## config.mk

```make
export PLATFORM = sky130hd
export DESIGN_NAME = trojan_scan_sequencer
export DESIGN_NICKNAME = d
export VERILOG_FILES = /design/src/rtl/trojan_scan_pkg.sv /design/src/rtl/scan_lfsr16.sv /design/src/rtl/trojan_scan_sequencer.sv
export SDC_FILE = /design/constraint.sdc
export NUM_CORES = 1
export LEC_CHECK = 0
export CAP_MARGIN = 40
export CORE_MARGIN = 2
export CORE_UTILIZATION = 48
export CTS_CLUSTER_DIAMETER = 40
export DETAILED_ROUTE_END_ITERATION = 8
export PLACE_DENSITY = 0.76
export SETUP_SLACK_MARGIN = 0.2
export SLEW_MARGIN = 20
export SYNTH_ARGS = -nofsm -noshare
export SYNTH_HDL_FRONTEND = slang
export SYNTH_HIERARCHICAL = 1
export SYNTH_SLANG_ARGS = --single-unit
```

## constraint.sdc

```tcl
create_clock -name core_clk -period 3.9 [get_ports core_clk]
set_input_delay 0.975 -clock core_clk [delete_from_list [all_inputs] [get_ports core_clk]]
set_output_delay 0.975 -clock core_clk [all_outputs]
set_load 0.01 [all_outputs]
```

## src/rtl/trojan_scan_pkg.sv

```systemverilog
// Shared types and constants for the trojan scan controllers.
// Holds the FSM state encoding, LFSR/MISR polynomials and their step functions.
package trojan_scan_pkg;

   typedef enum logic [2:0] {
      IDLE  = 3'd0,
      SCRST = 3'd1,
      RUN   = 3'd2,
      DRAIN = 3'd3,
      FIN   = 3'd4
   } scan_state_e;

   // Fibonacci taps 16,14,13,11 expressed as a bit mask over lfsr[15:0]
   localparam logic [15:0] LFSR_TAPS    = 16'hB400;
   localparam logic [15:0] MISR_POLY    = 16'h002D;
   localparam logic [15:0] DEFAULT_SEED = 16'hACE1;

   function automatic logic [15:0] lfsr_step(input logic [15:0] s);
      return {s[14:0], ^(s & LFSR_TAPS)};
   endfunction

   function automatic logic [15:0] misr_step(input logic [15:0] sig, input logic bit_in);
      return {sig[14:0], 1'b0} ^ {15'b0, bit_in} ^ (sig[15] ? MISR_POLY : 16'h0000);
   endfunction

endpackage

```

## src/rtl/scan_lfsr16.sv

```systemverilog
// 16-bit Fibonacci pattern LFSR with seed load; a zero seed falls back to RESET_SEED
// so the register can never lock up in the all-zero state.
module scan_lfsr16
   import trojan_scan_pkg::*;
#(
   parameter logic [15:0] RESET_SEED = DEFAULT_SEED
) (
   input  logic        clk,
   input  logic        rst,
   input  logic        load,
   input  logic        advance,
   input  logic [15:0] seed,
   output logic [15:0] state
);

   logic [15:0] lfsr_q;
   logic [15:0] lfsr_d;

   always_comb begin
      lfsr_d = lfsr_q;
      if (load) begin
         lfsr_d = (seed == 16'h0000) ? RESET_SEED : seed;
      end else if (advance) begin
         lfsr_d = lfsr_step(lfsr_q);
      end
   end

   always_ff @(posedge clk or posedge rst) begin
      if (rst) begin
         lfsr_q <= RESET_SEED;
      end else begin
         lfsr_q <= lfsr_d;
      end
   end

   assign state = lfsr_q;

endmodule

```

## src/rtl/trojan_scan_sequencer.sv

```systemverilog
// Reset-pulses a DFF subcircuit, streams LFSR patterns into it and compares its
// delayed output against a golden model, accumulating mismatches and a MISR signature.
module trojan_scan_sequencer
   import trojan_scan_pkg::*;
#(
   parameter int          IN_W    = 6,
   parameter int          LAT     = 1,
   parameter int          CNT_W   = 16,
   parameter int          RST_CYC = 2,
   parameter logic [15:0] SEED    = DEFAULT_SEED
) (
   input  logic             core_clk,
   input  logic             core_rst,
   input  logic             start,
   input  logic             abort,
   input  logic [CNT_W-1:0] num_patterns,
   input  logic [15:0]      seed,
   output logic [IN_W-1:0]  sc_in,
   output logic             sc_rst_n,
   input  logic             sc_out,
   input  logic             gold_out,
   output logic             busy,
   output logic             done,
   output logic [CNT_W-1:0] mismatch_cnt,
   output logic [CNT_W-1:0] first_fail,
   output logic [15:0]      signature
);

   localparam logic [CNT_W-1:0] CNT_ONES = '1;
   localparam int               WAIT_MAX = (RST_CYC > LAT) ? RST_CYC : LAT;
   localparam int               WAIT_W   = $clog2(WAIT_MAX + 1);

   scan_state_e state_q, state_d;

   logic [CNT_W-1:0]  num_q, num_d;
   logic [CNT_W-1:0]  idx_q, idx_d;
   logic [CNT_W-1:0]  mm_q, mm_d;
   logic [CNT_W-1:0]  ff_q, ff_d;
   logic [15:0]       sig_q, sig_d;
   logic [WAIT_W-1:0] wait_q, wait_d;
   logic              sc_rst_n_q, sc_rst_n_d;
   logic [IN_W-1:0]   sc_hold_q, sc_hold_d;

   logic              pv_q   [LAT];
   logic              pv_d   [LAT];
   logic [CNT_W-1:0]  pidx_q [LAT];
   logic [CNT_W-1:0]  pidx_d [LAT];

   logic [15:0]       lfsr_state;
   logic              lfsr_load;
   logic              lfsr_adv;
   logic              lfsr_unused;

   logic              start_run;
   logic              last_issue;
   logic              rst_wait_done;
   logic              drain_done;
   logic              tail_valid;
   logic [CNT_W-1:0]  tail_idx;

   scan_lfsr16 #(
      .RESET_SEED (SEED)
   ) u_lfsr (
      .clk     (core_clk),
      .rst     (core_rst),
      .load    (lfsr_load),
      .advance (lfsr_adv),
      .seed    (seed),
      .state   (lfsr_state)
   );

   // Only the low IN_W bits drive the subcircuit; the rest just keep the sequence long.
   assign lfsr_unused = ^lfsr_state;

   assign start_run     = (state_q == IDLE) && start && !abort;
   assign last_issue    = (idx_q == (num_q - CNT_W'(1)));
   assign rst_wait_done = (wait_q == WAIT_W'(RST_CYC - 1));
   assign drain_done    = (wait_q == WAIT_W'(LAT - 1));
   assign tail_valid    = pv_q[LAT-1];
   assign tail_idx      = pidx_q[LAT-1];

   // ---------------- FSM: state register ----------------
   always_ff @(posedge core_clk or posedge core_rst) begin
      if (core_rst) begin
         state_q <= IDLE;
      end else begin
         state_q <= state_d;
      end
   end

   // ---------------- FSM: next state ----------------
   always_comb begin
      state_d = state_q;
      if (abort) begin
         state_d = IDLE;
      end else begin
         case (state_q)
            IDLE:    if (start) state_d = SCRST;
            SCRST:   if (rst_wait_done) state_d = (num_q == '0) ? FIN : RUN;
            RUN:     if (last_issue) state_d = DRAIN;
            DRAIN:   if (drain_done) state_d = FIN;
            FIN:     state_d = IDLE;
            default: state_d = IDLE;
         endcase
      end
   end

   // ---------------- FSM: outputs ----------------
   always_comb begin
      busy      = (state_q != IDLE);
      done      = (state_q == FIN);
      lfsr_load = start_run;
      lfsr_adv  = (state_q == RUN);
      case (state_q)
         IDLE:    sc_in = sc_hold_q;
         RUN:     sc_in = lfsr_state[IN_W-1:0];
         default: sc_in = '0;
      endcase
   end

   // ---------------- compare pipeline ----------------
   genvar gi;
   generate
      for (gi = 0; gi < LAT; gi++) begin : g_pipe
         if (gi == 0) begin : g_head
            assign pv_d[gi]   = (state_q == RUN) && !abort;
            assign pidx_d[gi] = idx_q;
         end else begin : g_body
            assign pv_d[gi]   = pv_q[gi-1] && !abort;
            assign pidx_d[gi] = pidx_q[gi-1];
         end

         always_ff @(posedge core_clk or posedge core_rst) begin
            if (core_rst) begin
               pv_q[gi]   <= 1'b0;
               pidx_q[gi] <= '0;
            end else begin
               pv_q[gi]   <= pv_d[gi];
               pidx_q[gi] <= pidx_d[gi];
            end
         end
      end
   endgenerate

   // ---------------- run bookkeeping and results ----------------
   always_comb begin
      num_d      = start_run ? num_patterns : num_q;
      sc_hold_d  = sc_in;
      // Registered from next state so the reset pulse is clean and spans exactly the SCRST cycles.
      sc_rst_n_d = (state_d != SCRST);

      idx_d = idx_q;
      if (start_run) begin
         idx_d = '0;
      end else if (state_q == RUN) begin
         idx_d = idx_q + CNT_W'(1);
      end

      wait_d = '0;
      if ((state_d == state_q) && ((state_q == SCRST) || (state_q == DRAIN))) begin
         wait_d = wait_q + WAIT_W'(1);
      end

      mm_d  = mm_q;
      ff_d  = ff_q;
      sig_d = sig_q;
      if (start_run) begin
         mm_d  = '0;
         ff_d  = CNT_ONES;
         sig_d = 16'h0000;
      end else if (tail_valid) begin
         if (sc_out != gold_out) begin
            if (mm_q != CNT_ONES) mm_d = mm_q + CNT_W'(1);
            if (ff_q == CNT_ONES) ff_d = tail_idx;
         end
         sig_d = misr_step(sig_q, sc_out);
      end
   end

   always_ff @(posedge core_clk or posedge core_rst) begin
      if (core_rst) begin
         num_q      <= '0;
         idx_q      <= '0;
         mm_q       <= '0;
         ff_q       <= CNT_ONES;
         sig_q      <= 16'h0000;
         wait_q     <= '0;
         sc_rst_n_q <= 1'b0;
         sc_hold_q  <= '0;
      end else begin
         num_q      <= num_d;
         idx_q      <= idx_d;
         mm_q       <= mm_d;
         ff_q       <= ff_d;
         sig_q      <= sig_d;
         wait_q     <= wait_d;
         sc_rst_n_q <= sc_rst_n_d;
         sc_hold_q  <= sc_hold_d;
      end
   end

   assign sc_rst_n     = sc_rst_n_q;
   assign mismatch_cnt = mm_q;
   assign first_fail   = ff_q;
   assign signature    = sig_q;

endmodule

```

# ---- Word level (Yosys, flattened, before mapping)
# Index checks and enable logic that the tools add are counted.
# W data, S select, Z words.
dict set report op_classes {
  n_bitwise 2
  n_lt_le_gt_ge 0
  muxes 25
  n_mul 0
  div_mod_pow 0
  n_reduce_logical 19
  shift 0
  n_eq_ne 11
  add_sub_neg 4
}
# operator n
set op_table {}
lappend op_table {{$mux W16} 15}
lappend op_table {{$add A16 B1 Y16 const B} 2}
lappend op_table {{$logic_not A16 Y1} 2}
lappend op_table {{$mux W3} 6}
lappend op_table {{$eq A16 B16 Y1} 1}
lappend op_table {{$eq A16 B16 Y1 const B} 1}
lappend op_table {{$ne A16 B16 Y1 const B} 1}
lappend op_table {{$reduce_xor A16 Y1} 1}
lappend op_table {{$sub A16 B1 Y16 const B} 1}
lappend op_table {{$xor A16 B1 Y16} 1}
lappend op_table {{$xor A16 B6 Y16} 1}
lappend op_table {{$pmux W3 S4} 1}
lappend op_table {{$pmux W6 S2} 1}
lappend op_table {{$reduce_bool A2 Y1} 5}
lappend op_table {{$eq A3 B2 Y1 const B} 2}
lappend op_table {{$mux W6} 1}
lappend op_table {{$reduce_and A3 Y1} 2}
lappend op_table {{$logic_and A1 B1 Y1} 4}
lappend op_table {{$eq A3 B1 Y1 const B} 1}
lappend op_table {{$eq A3 B3 Y1} 1}
lappend op_table {{$eq A3 B3 Y1 const B} 1}
lappend op_table {{$logic_not A3 Y1} 1}
lappend op_table {{$ne A3 B1 Y1 const B} 1}
lappend op_table {{$reduce_bool A3 Y1} 1}
lappend op_table {{other kinds (7)} 7}
dict set report totals {
  reg_bits 125
  latch_bits 0
  ramBits 0
  output_inout_bits 57
  mem_count 0
  romBits 0
  in_bits 38
  word_cells 73
}

# ---- Logic depth before layout (Yosys ltp)
dict set report depth {
  ltp_word 8
  mapped_depth 8
  mapped_depth_nobuf 8
}

# ---- Hierarchy
# The synthesis kept the hierarchy.
# mod seq_area_each_um2 area_per_inst_um2 instances cells_per_inst
set by_module_without_submodules {}
lappend by_module_without_submodules {trojan_scan_sequencer 2747.6 4952.2 1 488}
lappend by_module_without_submodules {scan_lfsr16 410.4 850.8 1 72}

# ---- Worst setup path before layout
# OpenSTA, ideal clock, no wires.
dict set report synth_timing {
  path_type {register to register}
  from {register num_q[2]}
  to {register state_q[0]}
  required_ns 3.808
  path_slack_ns 1.176
  arrival_ns 2.633
  stages_incl_launch_ff 9
  path_buffers 2
  synth_period_minus_slack_ns 2.724
  setup_ns 0.092
  path_cell_list {dfrtp_1 buf_6 or3_4 or4_1 buf_2 or4_1 a2111oi_1 o2111ai_1 o31ai_2}
}
dict set report synth_between {
  elab_chain_len 5
}
# element line_no
set synth_lines {}
lappend synth_lines {{start: declaration} trojan_scan_sequencer.sv:35} ;# logic [CNT_W-1:0] num_q, num_d;
lappend synth_lines {{start signal: assignment} trojan_scan_sequencer.sv:191} ;# num_q <= num_d;
lappend synth_lines {{$sub A16 B1 Y16} trojan_scan_sequencer.sv:76} ;# assign last_issue = (idx_q == (num_q - CNT_W'(1)));
lappend synth_lines {{$eq A16 B16 Y1} trojan_scan_sequencer.sv:76}
lappend synth_lines {{$mux W3} trojan_scan_sequencer.sv:100} ;# RUN: if (last_issue) state_d = DRAIN;
lappend synth_lines {{$pmux W3 S4} trojan_scan_sequencer.sv:97} ;# case (state_q)
lappend synth_lines {{$mux W3} trojan_scan_sequencer.sv:94} ;# if (abort) begin
lappend synth_lines {{net state_d[0]} trojan_scan_sequencer.sv:33} ;# scan_state_e state_q, state_d;
lappend synth_lines {{end signal: assignment} trojan_scan_sequencer.sv:87} ;# state_q <= state_d;
lappend synth_lines {{end: declaration} trojan_scan_sequencer.sv:33}
# The timed path passes the listed nets, and every way through them passes these cells.
# A chain may end at the register's enable or synchronous reset.

# ---- Worst setup path after layout
dict set report layout_timing {
  from {register state_q[1]}
  to {output sc_in[3]}
}
dict set report layout_between {
  elab_chain_len 2
  elab_cells_between_ends 3
  cone_classes {eq/ne (1); mux (1); reduce/logical (1)}
}
# element line_no
set layout_lines {}
lappend layout_lines {{$eq A3 B2 Y1 or $logic_not A3 Y1 (tied branches)} trojan_scan_sequencer.sv:114} ;# case (state_q)
lappend layout_lines {{$pmux W6 S2 (*)} trojan_scan_sequencer.sv:114}
lappend layout_lines {{end: declaration} trojan_scan_sequencer.sv:18} ;# output logic [IN_W-1:0] sc_in,
# Every way passes the cells marked *; elsewhere a longest branch is shown, timed or not.

==> run_results.csv <==
group,metric,value,unit
run,drv_cap,0,
sta,fin_skew,0.00727,ns
synthesis,async_reset_ff_frac,1.00,
sta,max_freq,297,MHz
final_layout,drive_gt1_frac,0.133,
clocking,cts_max_path_buffers,2,
detailed_routing,avgViaCountPerCell,5.39,
critical_path,r2r-start,"num_q[2]$_DFFE_PP0P_",
global_route,grt_pass1_vias,4403,
final_layout,fin_nets,697,
clocking,path_clk_slew,0.06,ns
synthesis,yosysTopAreaCell,"dfrtp_1",
clocking,cts_hold_buf,0,
critical_path,crit_path_start,"state_q[1]$_DFF_PP0_",
global_route,grt_pass1_wl,20900,um
critical_path,crit_path_end_kind,"output pin",
die,die_height,114,um
run_status,status,"complete, no violations",
sta,drv_slew,0,
die,row_count,40,
synthesis,yosys.area_share.adder,0.0108,
critical_path,cp_data_arrival_time,2.39,ns
synthesis,syn-num-nets,603,
synthesis,seq_area_frac_synth,0.544,
placed_design,gp_congestion,0.819,
worst_hold_path,min_path_type,"reg2reg",
synthesis,synth_top_family_by_area,"simple AND/OR/NAND/NOR gates",
clocking,tritoncts,"yes",
synthesis,synth.cell_area,5800,um2
synthesis,ys_ff_latch,125,
synthesis,ys_top_cells_by_area,"dfrtp_1, dfstp_2, nand2_1",
detailed_routing,route.vias.total,4385,
synthesis,synth_warnings,6,
synthesis,yosys.area.top_type_share,0.436,
clocking,clock_latency,0.41,ns
sta,fin_ws,0.535,ns
clocking,clock_sinks,125,
sta,slew_headroom,0.476,
detailed_routing,wirelength,12700,um
synthesis,synth_compound_area_frac,0.0884,
synthesis,yosys.area_share.simple,0.181,
clocking,cts-root-buf,"clkbuf_16",
sta,worstMarginPinSlew,0.781,ns
global_route,gr-usage-all-layers,0.205,
die,core,11900,um2
die,pin_count,95,
clocking,post_cts_resized,0,
clocking,post_cts_buffers,0,
power_and_ir_drop,peakVddDrop,0.000210,V
final_layout,syn_to_final_growth,28.5,%
synthesis,avgSynthCellArea,10.4,um2
placed_design,dp_hpwl,8870,um
critical_path,critical_path_class,"reg2out",
die,initial_core_util,0.487,
critical_path,crit_path_start_kind,"flip-flop",
synthesis,synth_edf_count,0,
global_route,grt_max_degree,59,
clocking,cts_buffers,17,
sta,final_hold_viol_count,0,
sta,grt_setup_unrepaired,"no",
final_layout,diodes,0,
global_route,antenna_found_initial,0,
placed_design,pre_cts_ws,0.899,ns
sta,period_share,0.863,
die,die_area,13000,um2
global_route,grt_overflow,0,
critical_path,crit_fanout,13,
synthesis,ys_types,50,
synthesis,synth_xor_area_frac,0.0815,
detailed_routing,ant_nets,0,
synthesis,yosys-top-cells-count,"dfrtp_1, nand2_1, nor2_1",
synthesis,synth-main-ff-cell,"dfrtp_1",
clocking,h-tree-depth,4,
worst_hold_path,hp-start,"wait_q[0]$_DFF_PP0_",
power_and_ir_drop,power.density,464,nW/um2
synthesis,synthMostInstantiatedCell,"dfrtp_1",
critical_path,crit_required,2.92,ns
sta,fin_crit,3.37,ns
synthesis,synth_mux_area_frac,0.0625,
sta,setup_viol,0,
detailed_routing,dr.pass1.iters,5,
detailed_routing,drc,0,
synthesis,synth_cells,560,
die,die_w,114,um
sta,tns,0,ns
detailed_routing,drt-initial-drc-count,189,
power_and_ir_drop,power.leakage,0.00322,uW
detailed_routing,wl_per_cell,15.6,um
placed_design,portBuffers,94,
==> per-stage QoR <==
| step | util | instance area (um2) | hold WS, ns | std cells | power, uW |
|---|---|---|---|---|---|
| after global routing | 0.626 | 7460 | 0.496 | 814 | 3600 |
| final | 0.626 | 7460 | 0.474 | 814 | 3460 |
| after floorplan | - | 5810 | 0.349 | 560 | 1800 |
| after global placement | 0.578 | 6880 | 0.451 | 782 | 1950 |
| after detailed placement | 0.578 | 6880 | 0.465 | 782 | 1970 |
| after CTS | 0.626 | 7460 | 0.478 | 814 | 3480 |
==> kinds of logic (layout without fill, tap and decap cells) <==
family          Yosys count  after routing
compound gates           77             77
buf+inv                  40            147
mux                      35             35
xor+xnor                 54             54
fa+ha+maj                 5              5
simple gates            224            224
flops                   125            125
==> flip-flops by register name, summed over array words and instances (netlist names) <==
| signal | cells |
|---|---|
| sc_rst_n | 1 |
| mismatch_cnt | 16 |
| sc_hold_q | 6 |
| pidx_q | 16 |
| u_lfsr/state | 16 |
| wait_q | 2 |
| idx_q | 16 |
| pv_q | 1 |
| first_fail | 16 |
| num_q | 16 |
| signature | 16 |
| state_q | 3 |
==> layout make-up <==
cell class | count | area (um2)
Multi-Input combinational cell | 395 | 2470
Clock buffer | 17 | 425
Inverter | 11 | 45.0
Clock inverter | 15 | 148
Fill cell | 952 | 4450
Sequential cell | 125 | 3160
Timing Repair Buffer | 104 | 1030
Tap cell | 147 | 184
==> worst paths after layout <==
check	slack [ns]	end	depth (start not counted)
setup / recovery	0.53	sc_in[3]	3
hold / removal	0.47	wait_q[0]$_DFF_PP0_	1
setup reg to reg	1.00	state_q[0]$_DFF_PP0_	6
hold reg to reg	0.47	wait_q[0]$_DFF_PP0_	1
max in group asynchronous	2.12	mismatch_cnt[1]$_DFFE_PP0P_	3
min in group asynchronous	1.01	u_lfsr/state[4]$_DFFE_PP0P_	2
==> routing by layer <==
layer	routed length, um	part of all wire	global-route usage	up-vias
met2	6520	0.51	0.348	85
met3	392	0.031	0.0473	12
met1	5710	0.45	0.262	2169
met5	0	0	0	-
li1	-	-	-	2119
met4	113	0.0089	0.0659	0
==> power by group <==
group	total (uW)	internal, uW	switching (uW)
Combinational	446	223	223
Sequential	1510	1410	98.7
Clock	1510	935	573
==> cell usage in the layout (no fill, tap or decap), types with 8 or more instances in the layout <==
cell type        count
nand3_1             16
dfstp_2             24
a211oi_1            11
mux2i_1             28
o21ai_0             32
dfrtp_1            101
xnor2_1             19
clkdlybuf4s50_1     94
and3_1               8
clkbuf_16           17
buf_4                9
nand4_1             10
nand2_1             88
nor2_1              61
inv_1                9
xor2_1              35
==> worst max-delay path, stage by stage (launching register included) <==
cell,delay (ns)
dfrtp_1,0.55
nor3b_2,0.61
a22o_1,0.26
clkdlybuf4s50_1,0.55
(Power assumes the default switching activity.)
